**src/rtl/pool_upsampler_if.sv**
```systemverilog
// Pixel stream bundle for the pool upsampler: pooled input side and full-resolution output side.
interface pool_upsampler_if #(
  parameter int DW = 16
);
  logic [DW-1:0] pixel_in;
  logic          i_data_valid;
  logic          o_ready;
  logic [DW-1:0] pixel_out;
  logic          o_data_valid;
  logic          o_frame_done;

  modport master (
    output pixel_in, i_data_valid,
    input  o_ready, pixel_out, o_data_valid, o_frame_done
  );

  modport slave (
    input  pixel_in, i_data_valid,
    output o_ready, pixel_out, o_data_valid, o_frame_done
  );
endinterface

```
**src/rtl/pool_upsampler.sv**
```systemverilog
// Nearest-neighbour upsampler: captures one pooled row, then replays it P times
// with every pixel repeated P times, rebuilding the full-resolution raster.
module pool_upsampler #(
  parameter int W_IN = 14,
  parameter int H_IN = 14,
  parameter int P    = 2,
  parameter int DW   = 16
) (
  input  logic             clk,
  input  logic             reset,
  pool_upsampler_if.slave  bus
);
  localparam int WC = (W_IN > 1) ? $clog2(W_IN) : 1;
  localparam int PC = (P    > 1) ? $clog2(P)    : 1;
  localparam int HC = (H_IN > 1) ? $clog2(H_IN) : 1;

  localparam logic [WC-1:0] COL_LAST = WC'(W_IN - 1);
  localparam logic [PC-1:0] REP_LAST = PC'(P - 1);
  localparam logic [HC-1:0] ROW_LAST = HC'(H_IN - 1);

  typedef enum logic {FILL, EMIT} state_t;

  state_t          state_q, state_d;
  logic [WC-1:0]   wr_col_q, wr_col_d;
  logic [WC-1:0]   rd_col_q, rd_col_d;
  logic [PC-1:0]   rep_col_q, rep_col_d;
  logic [PC-1:0]   rep_row_q, rep_row_d;
  logic [HC-1:0]   row_cnt_q, row_cnt_d;
  logic [DW-1:0]   pixel_out_q, pixel_out_d;
  logic            data_valid_q, data_valid_d;
  logic            frame_done_q, frame_done_d;

  logic [DW-1:0]   row_mem [W_IN];
  logic            accept;
  logic            col_last;
  logic            pix_last;

  assign accept   = bus.i_data_valid && (state_q == FILL);
  assign col_last = (rep_col_q == REP_LAST);
  assign pix_last = col_last && (rd_col_q == COL_LAST);

  // Row buffer is deliberately left out of reset; only accepted pixels are ever replayed.
  always_ff @(posedge clk) begin
    if (accept) begin
      row_mem[wr_col_q] <= bus.pixel_in;
    end
  end

  always_comb begin
    state_d      = state_q;
    wr_col_d     = wr_col_q;
    rd_col_d     = rd_col_q;
    rep_col_d    = rep_col_q;
    rep_row_d    = rep_row_q;
    row_cnt_d    = row_cnt_q;
    pixel_out_d  = pixel_out_q;
    data_valid_d = 1'b0;
    frame_done_d = 1'b0;

    case (state_q)
      FILL: begin
        if (accept) begin
          if (wr_col_q == COL_LAST) begin
            wr_col_d = '0;
            state_d  = EMIT;
          end else begin
            wr_col_d = wr_col_q + 1'b1;
          end
        end
      end

      EMIT: begin
        pixel_out_d  = row_mem[rd_col_q];
        data_valid_d = 1'b1;
        rep_col_d    = col_last ? '0 : rep_col_q + 1'b1;
        if (col_last) begin
          rd_col_d = (rd_col_q == COL_LAST) ? '0 : rd_col_q + 1'b1;
        end
        // Final replay of the final pixel: hand control back to capture on this same edge.
        if (pix_last) begin
          if (rep_row_q == REP_LAST) begin
            rep_row_d = '0;
            state_d   = FILL;
            if (row_cnt_q == ROW_LAST) begin
              row_cnt_d    = '0;
              frame_done_d = 1'b1;
            end else begin
              row_cnt_d = row_cnt_q + 1'b1;
            end
          end else begin
            rep_row_d = rep_row_q + 1'b1;
          end
        end
      end

      default: state_d = FILL;
    endcase
  end

  always_ff @(posedge clk or posedge reset) begin
    if (reset) begin
      state_q      <= FILL;
      wr_col_q     <= '0;
      rd_col_q     <= '0;
      rep_col_q    <= '0;
      rep_row_q    <= '0;
      row_cnt_q    <= '0;
      pixel_out_q  <= '0;
      data_valid_q <= 1'b0;
      frame_done_q <= 1'b0;
    end else begin
      state_q      <= state_d;
      wr_col_q     <= wr_col_d;
      rd_col_q     <= rd_col_d;
      rep_col_q    <= rep_col_d;
      rep_row_q    <= rep_row_d;
      row_cnt_q    <= row_cnt_d;
      pixel_out_q  <= pixel_out_d;
      data_valid_q <= data_valid_d;
      frame_done_q <= frame_done_d;
    end
  end

  assign bus.o_ready      = (state_q == FILL);
  assign bus.pixel_out    = pixel_out_q;
  assign bus.o_data_valid = data_valid_q;
  assign bus.o_frame_done = frame_done_q;
endmodule

```
**src/flat_wrapper.sv**
```systemverilog
// flat-port wrapper written by rule: the top's interface ports become plain ports
module pool_upsampler_flat 
#(
  parameter int W_IN = 14,
  parameter int H_IN = 14,
  parameter int P    = 2,
  parameter int DW   = 16
)
  (clk, reset, bus_pixel_in, bus_i_data_valid, bus_o_ready, bus_pixel_out, bus_o_data_valid, bus_o_frame_done);
  pool_upsampler_if #(.DW(DW)) bus_i ();
  input  logic clk;
  input  logic reset;
  input wire logic [$bits(bus_i.pixel_in)-1:0] bus_pixel_in;
  input wire logic [$bits(bus_i.i_data_valid)-1:0] bus_i_data_valid;
  output wire logic [$bits(bus_i.o_ready)-1:0] bus_o_ready;
  output wire logic [$bits(bus_i.pixel_out)-1:0] bus_pixel_out;
  output wire logic [$bits(bus_i.o_data_valid)-1:0] bus_o_data_valid;
  output wire logic [$bits(bus_i.o_frame_done)-1:0] bus_o_frame_done;
  assign bus_i.pixel_in = bus_pixel_in;
  assign bus_i.i_data_valid = bus_i_data_valid;
  assign bus_o_ready = bus_i.o_ready;
  assign bus_pixel_out = bus_i.pixel_out;
  assign bus_o_data_valid = bus_i.o_data_valid;
  assign bus_o_frame_done = bus_i.o_frame_done;
  pool_upsampler #(.W_IN(W_IN), .H_IN(H_IN), .P(P), .DW(DW)) u_core (.clk(clk), .reset(reset), .bus(bus_i));
endmodule
```
**config.mk**
```make
export PLATFORM = sky130hd
export DESIGN_NAME = pool_upsampler_flat
export DESIGN_NICKNAME = d
export VERILOG_FILES = /design/src/rtl/pool_upsampler_if.sv /design/src/rtl/pool_upsampler.sv /design/src/flat_wrapper.sv
export SDC_FILE = /design/constraint.sdc
export NUM_CORES = 1
export LEC_CHECK = 0
export ABC_AREA = 1
export CAP_MARGIN = 15
export CORE_UTILIZATION = 30
export CTS_CLUSTER_DIAMETER = 40
export CTS_CLUSTER_SIZE = 16
export DETAILED_ROUTE_END_ITERATION = 8
export PLACE_DENSITY_LB_ADDON = 0.3
export RECOVER_POWER = 50
export SYNTH_ARGS = -nofsm -noshare
export SYNTH_HDL_FRONTEND = slang
export SYNTH_SLANG_ARGS = --single-unit
export TNS_END_PERCENT = 1
```
**constraint.sdc**
```tcl
create_clock -name clk -period 2.4 [get_ports clk]
set_input_delay 0.72 -clock clk [delete_from_list [all_inputs] [get_ports clk]]
set_output_delay 0.72 -clock clk [all_outputs]
set_load 0.02 [all_outputs]
```
Word-level counts from Yosys, hierarchy flattened --
Memories as Yosys holds them, arrays and structs flattened. A register that Yosys moved wholly into a read port is not among the register bits. Index checks and enable logic that the tools add are counted.
Word-level totals: bits in registers 17, output and inout port bits 19, memories kept 1, RAM bits 224, bits of input ports 19, logic and storage cells 41
Memories:
- u_core.row_mem | words 14, width 16, read ports 1, clocked after memory_dff 1, write ports 1, RTL line pool_upsampler.sv:33 | logic [DW-1:0] row_mem [W_IN];
Cells by class: eq/ne operators 3, mux-type cells 17, reductions and logical operators 6, $add $sub $neg 5, bitwise logic cells 1
Operator list (number):
- 1-bit two-way mux | 13
- 4-bit by 1-bit adder with 4-bit output, second input constant | 3
- 4-bit equality test, second input constant | 3
- 4-bit two-way mux | 3
- 2-bit AND reduction | 3
- 3-bit AND reduction | 1
- 1-bit adder, second input constant | 2
- 1-bit logical AND | 2
- 1-bit case mux with 2 select lines | 1
- 1-bit inverter | 1

Logic depth before layout (Yosys ltp) --
Gate-level depths: netlist of run 1.
word-level depth 5, gate-level depth with buffers 11, depth with buffers taken out 9

Worst setup path before layout of run 1 --
No wires, ideal clock.
path type input -> register, start input port bus_i_data_valid, end memory u_core.row_mem[1][0] (enable), arrival 1784 ps, data required time 2012 ps, setup time 388 ps, path buffers 0, cell stages on the path 4, slack 228 ps, cell sequence nand2_1 -> nor3_1 -> inv_1 -> nor2_1
Between the ends: word-level cells in the longest chain between the ends 3
RTL lines:
- start, declared | RTL line flat_wrapper.sv:14 | input wire logic [$bits(bus_i.i_data_valid)-1:0] bus_i_data_valid;
- 1-bit logical AND | RTL line pool_upsampler.sv:38 | assign accept = bus.i_data_valid && (state_q == FILL);
- 1-bit two-way mux | RTL line pool_upsampler.sv:44 | if (accept) begin
- 1-bit two-way mux (implied by the code) | RTL line pool_upsampler.sv:45 | row_mem[wr_col_q] <= bus.pixel_in;
- end, declared | RTL line pool_upsampler.sv:33
Every way passes these cells.

Final worst setup path of run 1 --
start register u_core.state_q, end output port bus_o_ready
Between the ends: word-level cells in the longest chain between the ends 1
RTL lines:
- start, declared | RTL line pool_upsampler.sv:23 | state_t state_q, state_d;
- start signal, assigned | RTL line pool_upsampler.sv:112 | state_q <= state_d;
- 1-bit inverter | RTL line pool_upsampler.sv:124 | assign bus.o_ready = (state_q == FILL);
- end, declared | RTL line flat_wrapper.sv:15 | output wire logic [$bits(bus_i.o_ready)-1:0] bus_o_ready;
Every way passes these cells.

==> flow_metrics.tcl, run 1 <==
set metrics [dict create \
    syn2layout_area_growth_pct 24.4 \
    critPathKind "reg -> out" \
    synthesis.area_sq_um 10400 \
    syn-num-nets 952 \
    multi_input_area_sq_um 2330 \
    ys_seq_elements 257 \
    grt_max_degree 48 \
    end_kind "output port" \
    cts_tree "built" \
    holdBufCountCts 0 \
    place_hpwl_mm 17.0 \
    cp.arrival_ns 1.59 \
    cts-root-buf "clkbuf_16" \
    worstMarginPinSlew_ns 1.16 \
    async_flop_share_pct 12.8 \
    drv_slew 0 \
    drc 0 \
    fin_area_sq_um 12900 \
    antenna_left 0 \
    clock_latency_ns 0.51 \
    path_delay_family "buffers and inverters" \
    crit_path_start_kind "register" \
    leakage_nw 5.11 \
    hp-class "reg -> reg" \
    worst_clock_skew_ns 0.0138 \
    synth_edf_count 224 \
    gp_congestion 0.821 \
    fp.dieH_microns 188 \
    critical-path-slowest-cell "clkdlybuf4s50_1" \
    ir_drop_mv 0.430 \
    hold_ws_ns 0.479 \
    drt-total-wl_mm 25.9 \
    critPathMaxStageDelay_ns 0.65 \
    syn_inst 933 \
    rsz0062_at_grt "no" \
    required_ns 1.68 \
    synth_cell_types 26 \
    drv_cap 0 \
    die_w_microns 188 \
    drt_pre_antenna_iters 4 \
    drive_above_1_share_pct 12.3 \
    nFillCells 3244 \
    ff_latch_area_sq_um 7550 \
    fin_nets 1044 \
    clk_pin_slew_ns 0.06 \
    synth_top_area_share_pct 64.7 \
    antenna_found_initial 0 \
    synth_most_common_cell "nand2_1" \
    vias 6818 \
    grt_pass1_wl_mm 40.7 \
    path_buf_inv 2 \
    viasPerCell 4.54 \
    clock_sinks 257 \
    core_sq_um 33800 \
    status "complete, no violations" \
    synthTopCellsByArea "edfxtp_1 65%, nand2_1 10%, dfrtp_1 7.9%, nor2_1 4.2%, nand3_1 4.0%" \
    yosys.area.top_type "edfxtp_1" \
    htreeDepth 2 \
    synth_warnings 0 \
    cts-buffers-inserted 36 \
    rows 67 \
    antennaDiodeCount 0 \
    period_share_pct 96.3 \
    placed_area_sq_um 11700 \
    power_density_nw_per_um2 806 \
    postCtsSetupRepairBufs 0 \
    maxSlewHeadroom_pct 23.0 \
    dieArea_sq_um 35400 \
    initial_core_util_pct 30.8 \
    cts_resized 0 \
    min_period_ns 2.31 \
    boundaryPins 38 \
    synthFlopType "edfxtp_1" \
    synth_top_cells_by_count "278 x nand2_1, 224 x edfxtp_1, 116 x nor2_1, 85 x inv_1, 84 x nand3_1" \
    cts_buffer_depth 3 \
    avgSynthCellArea_sq_um 11.1 \
    wl_per_cell_microns 17.2 \
    drt_iter0_markers 479 \
    yosysSeqAreaShare_pct 72.6 \
    gr-total-overflow 0 \
    grt_util_all_layers_pct 15.2 \
    crit_chain "clkinv_1 -> clkdlybuf4s50_1" \
    max_freq_mhz 433 \
    cp_max_fo 2 \
    finalSetupViolations 0 \
    portBuffers 37 \
    fin_util_pct 38.3 \
    ff2ff_setup_slack_ns 0.40 \
    hold_viol 0 \
    first_global_vias 6948 \
    tns_ns 0 \
]
[layer usage]
layer,routed length (microns),vias up,global-route usage [%]
met1,12000,3302,20.9
met5,0,-,0
met2,12000,176,24.4
li1,-,3295,-
met3,1260,45,2.60
met4,602,0,4.97
[per-stage QoR]
stage	power (mW)	std cells	worst slack, ns
2_1_floorplan	4.96	933	0.228
3_3_place_gp	5.08	1435	-0.0645
3_5_place_dp	5.08	1435	-0.0115
4_1_cts	10.5	1501	0.0570
5_1_grt	10.7	1501	0.0220
6_report	10.4	1501	0.0897
[worst min-delay path, delay by kind of cell, from the launching register on]
kind             cells  cell delay [ns]
DFF                  1             0.34
and+or+nand+nor      2             0.10
[power by group]
part           switching, mW  total [mW]  internal (mW)
Clock                   2.05        5.45           3.40
Combinational         0.0892       0.113         0.0236
Sequential                 0        4.86           4.86
[area by class of cell]
type	instances	area share [%]
multi-input combinational	547	18.0
clock buffer	40	7.16
inverter	90	2.63
clock inverter	26	2.56
timing repair buffer	93	6.86
sequential	257	58.4
tap	448	4.33
[registers in the layout, summed over array words and instances, names as in the netlist]
signal                   cells
u_core.row_mem             224
u_core.rd_col_q              4
u_core.col_last              1
u_core.bus.o_frame_done      1
u_core.bus.o_data_valid      1
u_core.state_q               1
u_core.rep_row_q             1
u_core.wr_col_q              4
u_core.row_cnt_q             4
u_core.bus.pixel_out        16
[placed cells by master, fill, tap and decap left out, types with 2 or more instances in the layout]
cell             count
clkdlybuf4s50_1     20
clkinv_8             3
edfxtp_1           224
clkbuf_1            14
clkbuf_16           36
dfrtp_1             32
inv_1               85
nor2_1             103
inv_2                3
inv_6                7
clkinv_2             6
buf_4               33
bufinv_16            5
nand3_1             84
nand4_1             14
buf_12              11
o21ai_0             35
dlygate4sd3_1       17
nor2_4               2
a21oi_1              8
clkinvlp_4           4
xor2_1               3
nor2_2              14
nand2_1            278
[logic make-up (layout without fill, tap and decap cells)]
group                     count (synthesis)  in the layout  synth area share (%)
AOI/OAI and AO/OA                        47             47                  2.35
xor gates and xnor gates                  3              3                 0.253
buffers and inverters                   129            249                  5.23
DFF                                     257            257                  72.6
and+or+nand+nor                         497            497                  19.5
[worst paths after layout]
kind	cells after the start	to	start
setup / recovery	2	bus_o_ready	u_core.state_q$_DFF_PP0_
hold / removal	2	u_core.bus.pixel_out[3]$_DFFE_PP0P_	u_core.bus.pixel_out[3]$_DFFE_PP0P_
setup reg to reg	7	u_core.row_mem[13][2]$_DFFE_PP_	u_core.state_q$_DFF_PP0_
hold reg to reg	2	u_core.bus.pixel_out[3]$_DFFE_PP0P_	u_core.bus.pixel_out[3]$_DFFE_PP0P_
max in group asynchronous	3	u_core.bus.pixel_out[6]$_DFFE_PP0P_	reset
min in group asynchronous	3	u_core.row_cnt_q[2]$_DFFE_PP0P_	reset
Power figures use the tool's default switching activity.
==> inputs of run 2 (changes only) <==
Settings changed: CORE_MARGIN set to 5, SLEW_MARGIN set to 30.
Clock period 2.4 ns to 2.65 ns, I/O delays scaled along.
==> flow_metrics.tcl, run 2 (synthesis gave the netlist of run 1 again) <==
set metrics [dict create \
    largest-register "u_core.row_mem" \
    fp.dieH_microns 196 \
    viasPerCell 4.52 \
    status "complete, no violations" \
    crit_chain "clkinv_1 -> clkdlybuf4s50_1" \
    largest_reg_flops 224 \
    drt_pre_antenna_iters 5 \
    place_hpwl_mm 16.9 \
    syn2layout_area_growth_pct 23.5 \
    min_to "u_core.bus.pixel_out[3]$_DFFE_PP0P_" \
    tns_ns 0 \
    core_sq_um 34400 \
    max_freq_mhz 421 \
    rows 68 \
    hp-class "reg -> reg" \
    drt_iter0_markers 564 \
    finalSetupViolations 0 \
    cts_buffer_depth 3 \
    critPathMaxStageDelay_ns 0.59 \
    min_period_ns 2.37 \
    min_from "u_core.bus.pixel_out[3]$_DFFE_PP0P_" \
    cts_resized 0 \
    portBuffers 37 \
    grt_pass1_wl_mm 39.5 \
    initial_core_util_pct 30.2 \
    worstRegToRegCells 8 \
    finalPower_mw 9.16 \
    required_ns 1.86 \
    antenna_found_initial 0 \
    power_density_nw_per_um2 713 \
    grt_util_all_layers_pct 13.5 \
    antennaDiodeCount 0 \
    rsz0062_at_grt "no" \
    crit_path_start_kind "register" \
    r2r-start "u_core.state_q$_DFF_PP0_" \
    ff2ff_setup_slack_ns 0.38 \
    vias 6753 \
    wl_per_cell_microns 17.3 \
    fin_nets 1035 \
    mostFrequentLayoutCell "nand2_1" \
    die_w_microns 196 \
    path_buf_inv 2 \
    boundaryPins 38 \
    antenna_left 0 \
    cts-root-buf "clkbuf_16" \
    drive_above_1_share_pct 10.5 \
    worstMarginPinSlew_ns 0.967 \
    postCtsSetupRepairBufs 0 \
    critical-path-slowest-cell "clkdlybuf4s50_1" \
    path_delay_family "buffers and inverters" \
    worst_clock_skew_ns 0.0201 \
    gp_congestion 0.815 \
    worstReg2RegEnd "u_core.row_cnt_q[2]$_DFFE_PP0P_" \
    drv_slew 0 \
    drv_cap 0 \
    clock_latency_ns 0.51 \
    layout_common_cells "278 x nand2_1, 224 x edfxtp_1, 103 x nor2_1" \
    clk_pin_slew_ns 0.06 \
    cts_tree "built" \
    first_global_vias 6779 \
    grt_max_degree 45 \
    end_kind "output port" \
    leakage_nw 5.02 \
    holdBufCountCts 0 \
    gr-total-overflow 0 \
    period_share_pct 89.6 \
    drt-total-wl_mm 25.8 \
    hold_viol 0 \
    htreeDepth 2 \
    maxSlewHeadroom_pct 35.5 \
    clock_sinks 257 \
    min_path_cells 2 \
    cp.arrival_ns 1.58 \
    drc 0 \
    dieArea_sq_um 38500 \
    cp_max_fo 2 \
    cts-buffers-inserted 35 \
    ir_drop_mv 0.476 \
    critPathKind "reg -> out" \
]
## run 2: metrics by stage
| stage | cells | hold WS, ns | worst slack [ns] | util, % | instance area [sq um] |
|---|---|---|---|---|---|
| after floorplan | 933 | 0.416 | 0.403 | - | 10400 |
| after global placement | 1434 | 0.469 | 0.0716 | 34.2 | 11800 |
| after detailed placement | 1434 | 0.469 | 0.0611 | 34.2 | 11800 |
| after CTS | 1494 | 0.484 | 0.248 | 37.6 | 12900 |
| after global routing | 1494 | 0.503 | 0.123 | 37.4 | 12800 |
| final | 1494 | 0.476 | 0.275 | 37.4 | 12800 |
## run 2: worst max-delay path by stage
stage	end	depth (start not counted)	slack [ns]	start
6_report	bus_o_ready	2	0.28	u_core.state_q$_DFF_PP0_
5_1_grt	u_core.row_cnt_q[2]$_DFFE_PP0P_	8	0.12	u_core.state_q$_DFF_PP0_
4_1_cts	bus_o_ready	2	0.25	u_core.state_q$_DFF_PP0_
3_5_place_dp	u_core.row_mem[11][13]$_DFFE_PP_	6	0.06	bus_i_data_valid
3_3_place_gp	u_core.row_mem[7][11]$_DFFE_PP_	6	0.07	bus_i_data_valid
2_1_floorplan	u_core.row_mem[1][0]$_DFFE_PP_	4	0.40	bus_i_data_valid
## run 2: metal layers
metal / vias up / wire length [microns] / GRT usage [%]
li1: 3270 / - / -
met1: 3297 / 10600 / 16.7
met2: 142 / 13400 / 24.3
met3: 44 / 1270 / 2.32
met4: 0 / 561 / 3.72
met5: - / 0 / 0
## run 2: power breakdown
part           total, mW  switching (mW)  internal, mW
sequential          4.40               0          4.40
combinational      0.111          0.0883        0.0223
clock               4.64            1.75          2.89
## run 2: layout make-up
class                   count  area (sq um)
multi-input cells         547          2330
clock buffers              39           912
fillers                  3402         21500
inverters                  90           340
clock inverters            21           246
well taps                 455           569
repair buffers             85           885
flip-flops and latches    257          7550
## run 2: worst register-to-register path, delay by kind of cell (launching register included)
kind	cells	cell delay, ns
compound gates	2	0.16
buf+inv	2	0.95
flops	1	0.39
simple gates	4	0.65
==> inputs of run 3 (changes only) <==
Settings changed: PLACE_DENSITY set to 0.46, PLACE_DENSITY_LB_ADDON 0.3 to not set, RECOVER_POWER 50 to 100.
==> flow_metrics.tcl, run 3 (synthesis gave the netlist of run 1 again) <==
set metrics [dict create \
    critPathMaxStageDelay_ns 0.68 \
    cp.arrival_ns 1.65 \
    rsz0062_at_grt "no" \
    worstRegToRegCells 8 \
    grt_util_all_layers_pct 14.7 \
    leakage_nw 5.01 \
    finalSetupViolations 0 \
    initial_core_util_pct 30.2 \
    die_w_microns 196 \
    power_density_nw_per_um2 725 \
    clk_pin_slew_ns 0.06 \
    critical-path-slowest-cell "dlygate4sd3_1" \
    cts_buffer_depth 3 \
    drv_slew 0 \
    rows 68 \
    grt_pass1_wl_mm 42.4 \
    path_buf_inv 2 \
    cp_max_fo 2 \
    end_kind "output port" \
    antenna_left 0 \
    min_period_ns 2.45 \
    gp_congestion 0.794 \
    hold_viol 0 \
    grtUsageMet3_pct 2.76 \
    fp.dieH_microns 196 \
    cts_tree "built" \
    drc 0 \
    drive_above_1_share_pct 9.10 \
    cp_num_cells 2 \
    place_hpwl_mm 17.9 \
    dp.cells 1433 \
    layout_common_cells "278 x nand2_1, 224 x edfxtp_1, 118 x nor2_1" \
    busiest_layer "met1" \
    core_sq_um 34400 \
    hp-class "reg -> reg" \
    path_delay_family "buffers and inverters" \
    mostFrequentLayoutCell "nand2_1" \
    syn2layout_area_growth_pct 21.2 \
    min_path_cells 2 \
    drt_pre_antenna_iters 5 \
    grt_use_met2_pct 21.7 \
    largest-register "u_core.row_mem" \
    fin_nets 1036 \
    grt_max_degree 54 \
    clock_latency_ns 0.51 \
    boundaryPins 38 \
    holdBufCountCts 0 \
    stdcell_count 1499 \
    antenna_found_initial 0 \
    required_ns 1.86 \
    cts-buffers-inserted 37 \
    drv_cap 0 \
    portBuffers 37 \
    hold_ws_ns 0.471 \
    htreeDepth 2 \
    status "complete, no violations" \
    postCtsSetupRepairBufs 0 \
    multi_input_area_sq_um 2290 \
    drt-total-wl_mm 28.0 \
    crit_path_start_kind "register" \
    antennaDiodeCount 0 \
    cts-root-buf "clkbuf_16" \
    critPathKind "reg -> out" \
    maxSlewHeadroom_pct 36.1 \
    wl_per_cell_microns 18.7 \
    largest_reg_flops 224 \
    ir_drop_mv 0.407 \
    tns_ns 0 \
    worst_clock_skew_ns 0.0226 \
    max_freq_mhz 409 \
    cts_resized 0 \
    viasPerCell 4.54 \
    dieArea_sq_um 38500 \
    nFillCells 3442 \
    gr-total-overflow 0 \
    crit_chain "clkinv_1 -> dlygate4sd3_1" \
    vias 6801 \
    drt_iter0_markers 544 \
    first_global_vias 6606 \
    worstMarginPinSlew_ns 0.958 \
    met1_usage_pct 22.5 \
    clock_sinks 257 \
    ff_latch_area_sq_um 7550 \
    period_share_pct 92.3 \
]
[run 3: cell count changes in the layout (fill, tap and decap cells not counted), sizes merged, moves of 3 or more]
cell           previous run  this run
clkdlybuf4s50            19         1
clkinv                   10        13
dlygate4sd3              18        36
clkinvlp                  3         0
clkbuf                   55        73
buf                      32        20
[run 3: layout make-up]
class,count,area share (%)
multi-input cells,547,18.2
clock buffers,46,7.70
flip-flops and latches,257,59.9
inverters,90,2.70
clock inverters,20,1.47
repair buffers,84,5.50
well taps,455,4.52
[run 3: routing by layer]
layer,wire length (microns),vias to the layer above
met2,12100,170
met5,0,-
met4,558,0
met3,1520,40
met1,13800,3313
li1,-,3278
[run 3: path summary, 6_finish.rpt]
path	slack (ns)	endpoint	from
worst max-delay path	0.20	bus_o_ready	u_core.state_q$_DFF_PP0_
worst min-delay path	0.47	u_core.bus.pixel_out[3]$_DFFE_PP0P_	u_core.bus.pixel_out[3]$_DFFE_PP0P_
worst max register to register	0.28	u_core.bus.pixel_out[5]$_DFFE_PP0P_	u_core.rd_col_q[1]$_DFFE_PP0P_
worst min register to register	0.47	u_core.bus.pixel_out[3]$_DFFE_PP0P_	u_core.bus.pixel_out[3]$_DFFE_PP0P_
max in group asynchronous	0.86	u_core.bus.o_frame_done$_DFF_PP0_	reset
min in group asynchronous	0.72	u_core.bus.pixel_out[12]$_DFFE_PP0P_	reset
[run 3: through the flow]
step | setup WS, ns | power [mW] | area (sq um) | util [%]
6_report | 0.204 | 9.14 | 12600 | 36.7
5_1_grt | 0.134 | 9.44 | 12600 | 36.7
4_1_cts | 0.228 | 9.26 | 12900 | 37.5
3_5_place_dp | 0.118 | 4.61 | 11700 | 34.1
3_3_place_gp | 0.117 | 4.61 | 11700 | 34.1
2_1_floorplan | 0.403 | 4.49 | 10400 | -
[run 3: tightest hold or removal path, delay by kind of cell (launching register included)]
kind | cells | cell delay (ns)
AND/OR/NAND/NOR | 2 | 0.10
flip-flops | 1 | 0.34
[run 3: power by group]
group / switching [mW] / internal, mW / leakage, nW
registers: 0 / 4.41 / 2.39
logic: 0.0880 / 0.0215 / 2.05
clock network: 1.80 / 2.82 / 0.572
total: 1.89 / 7.25 / 5.01
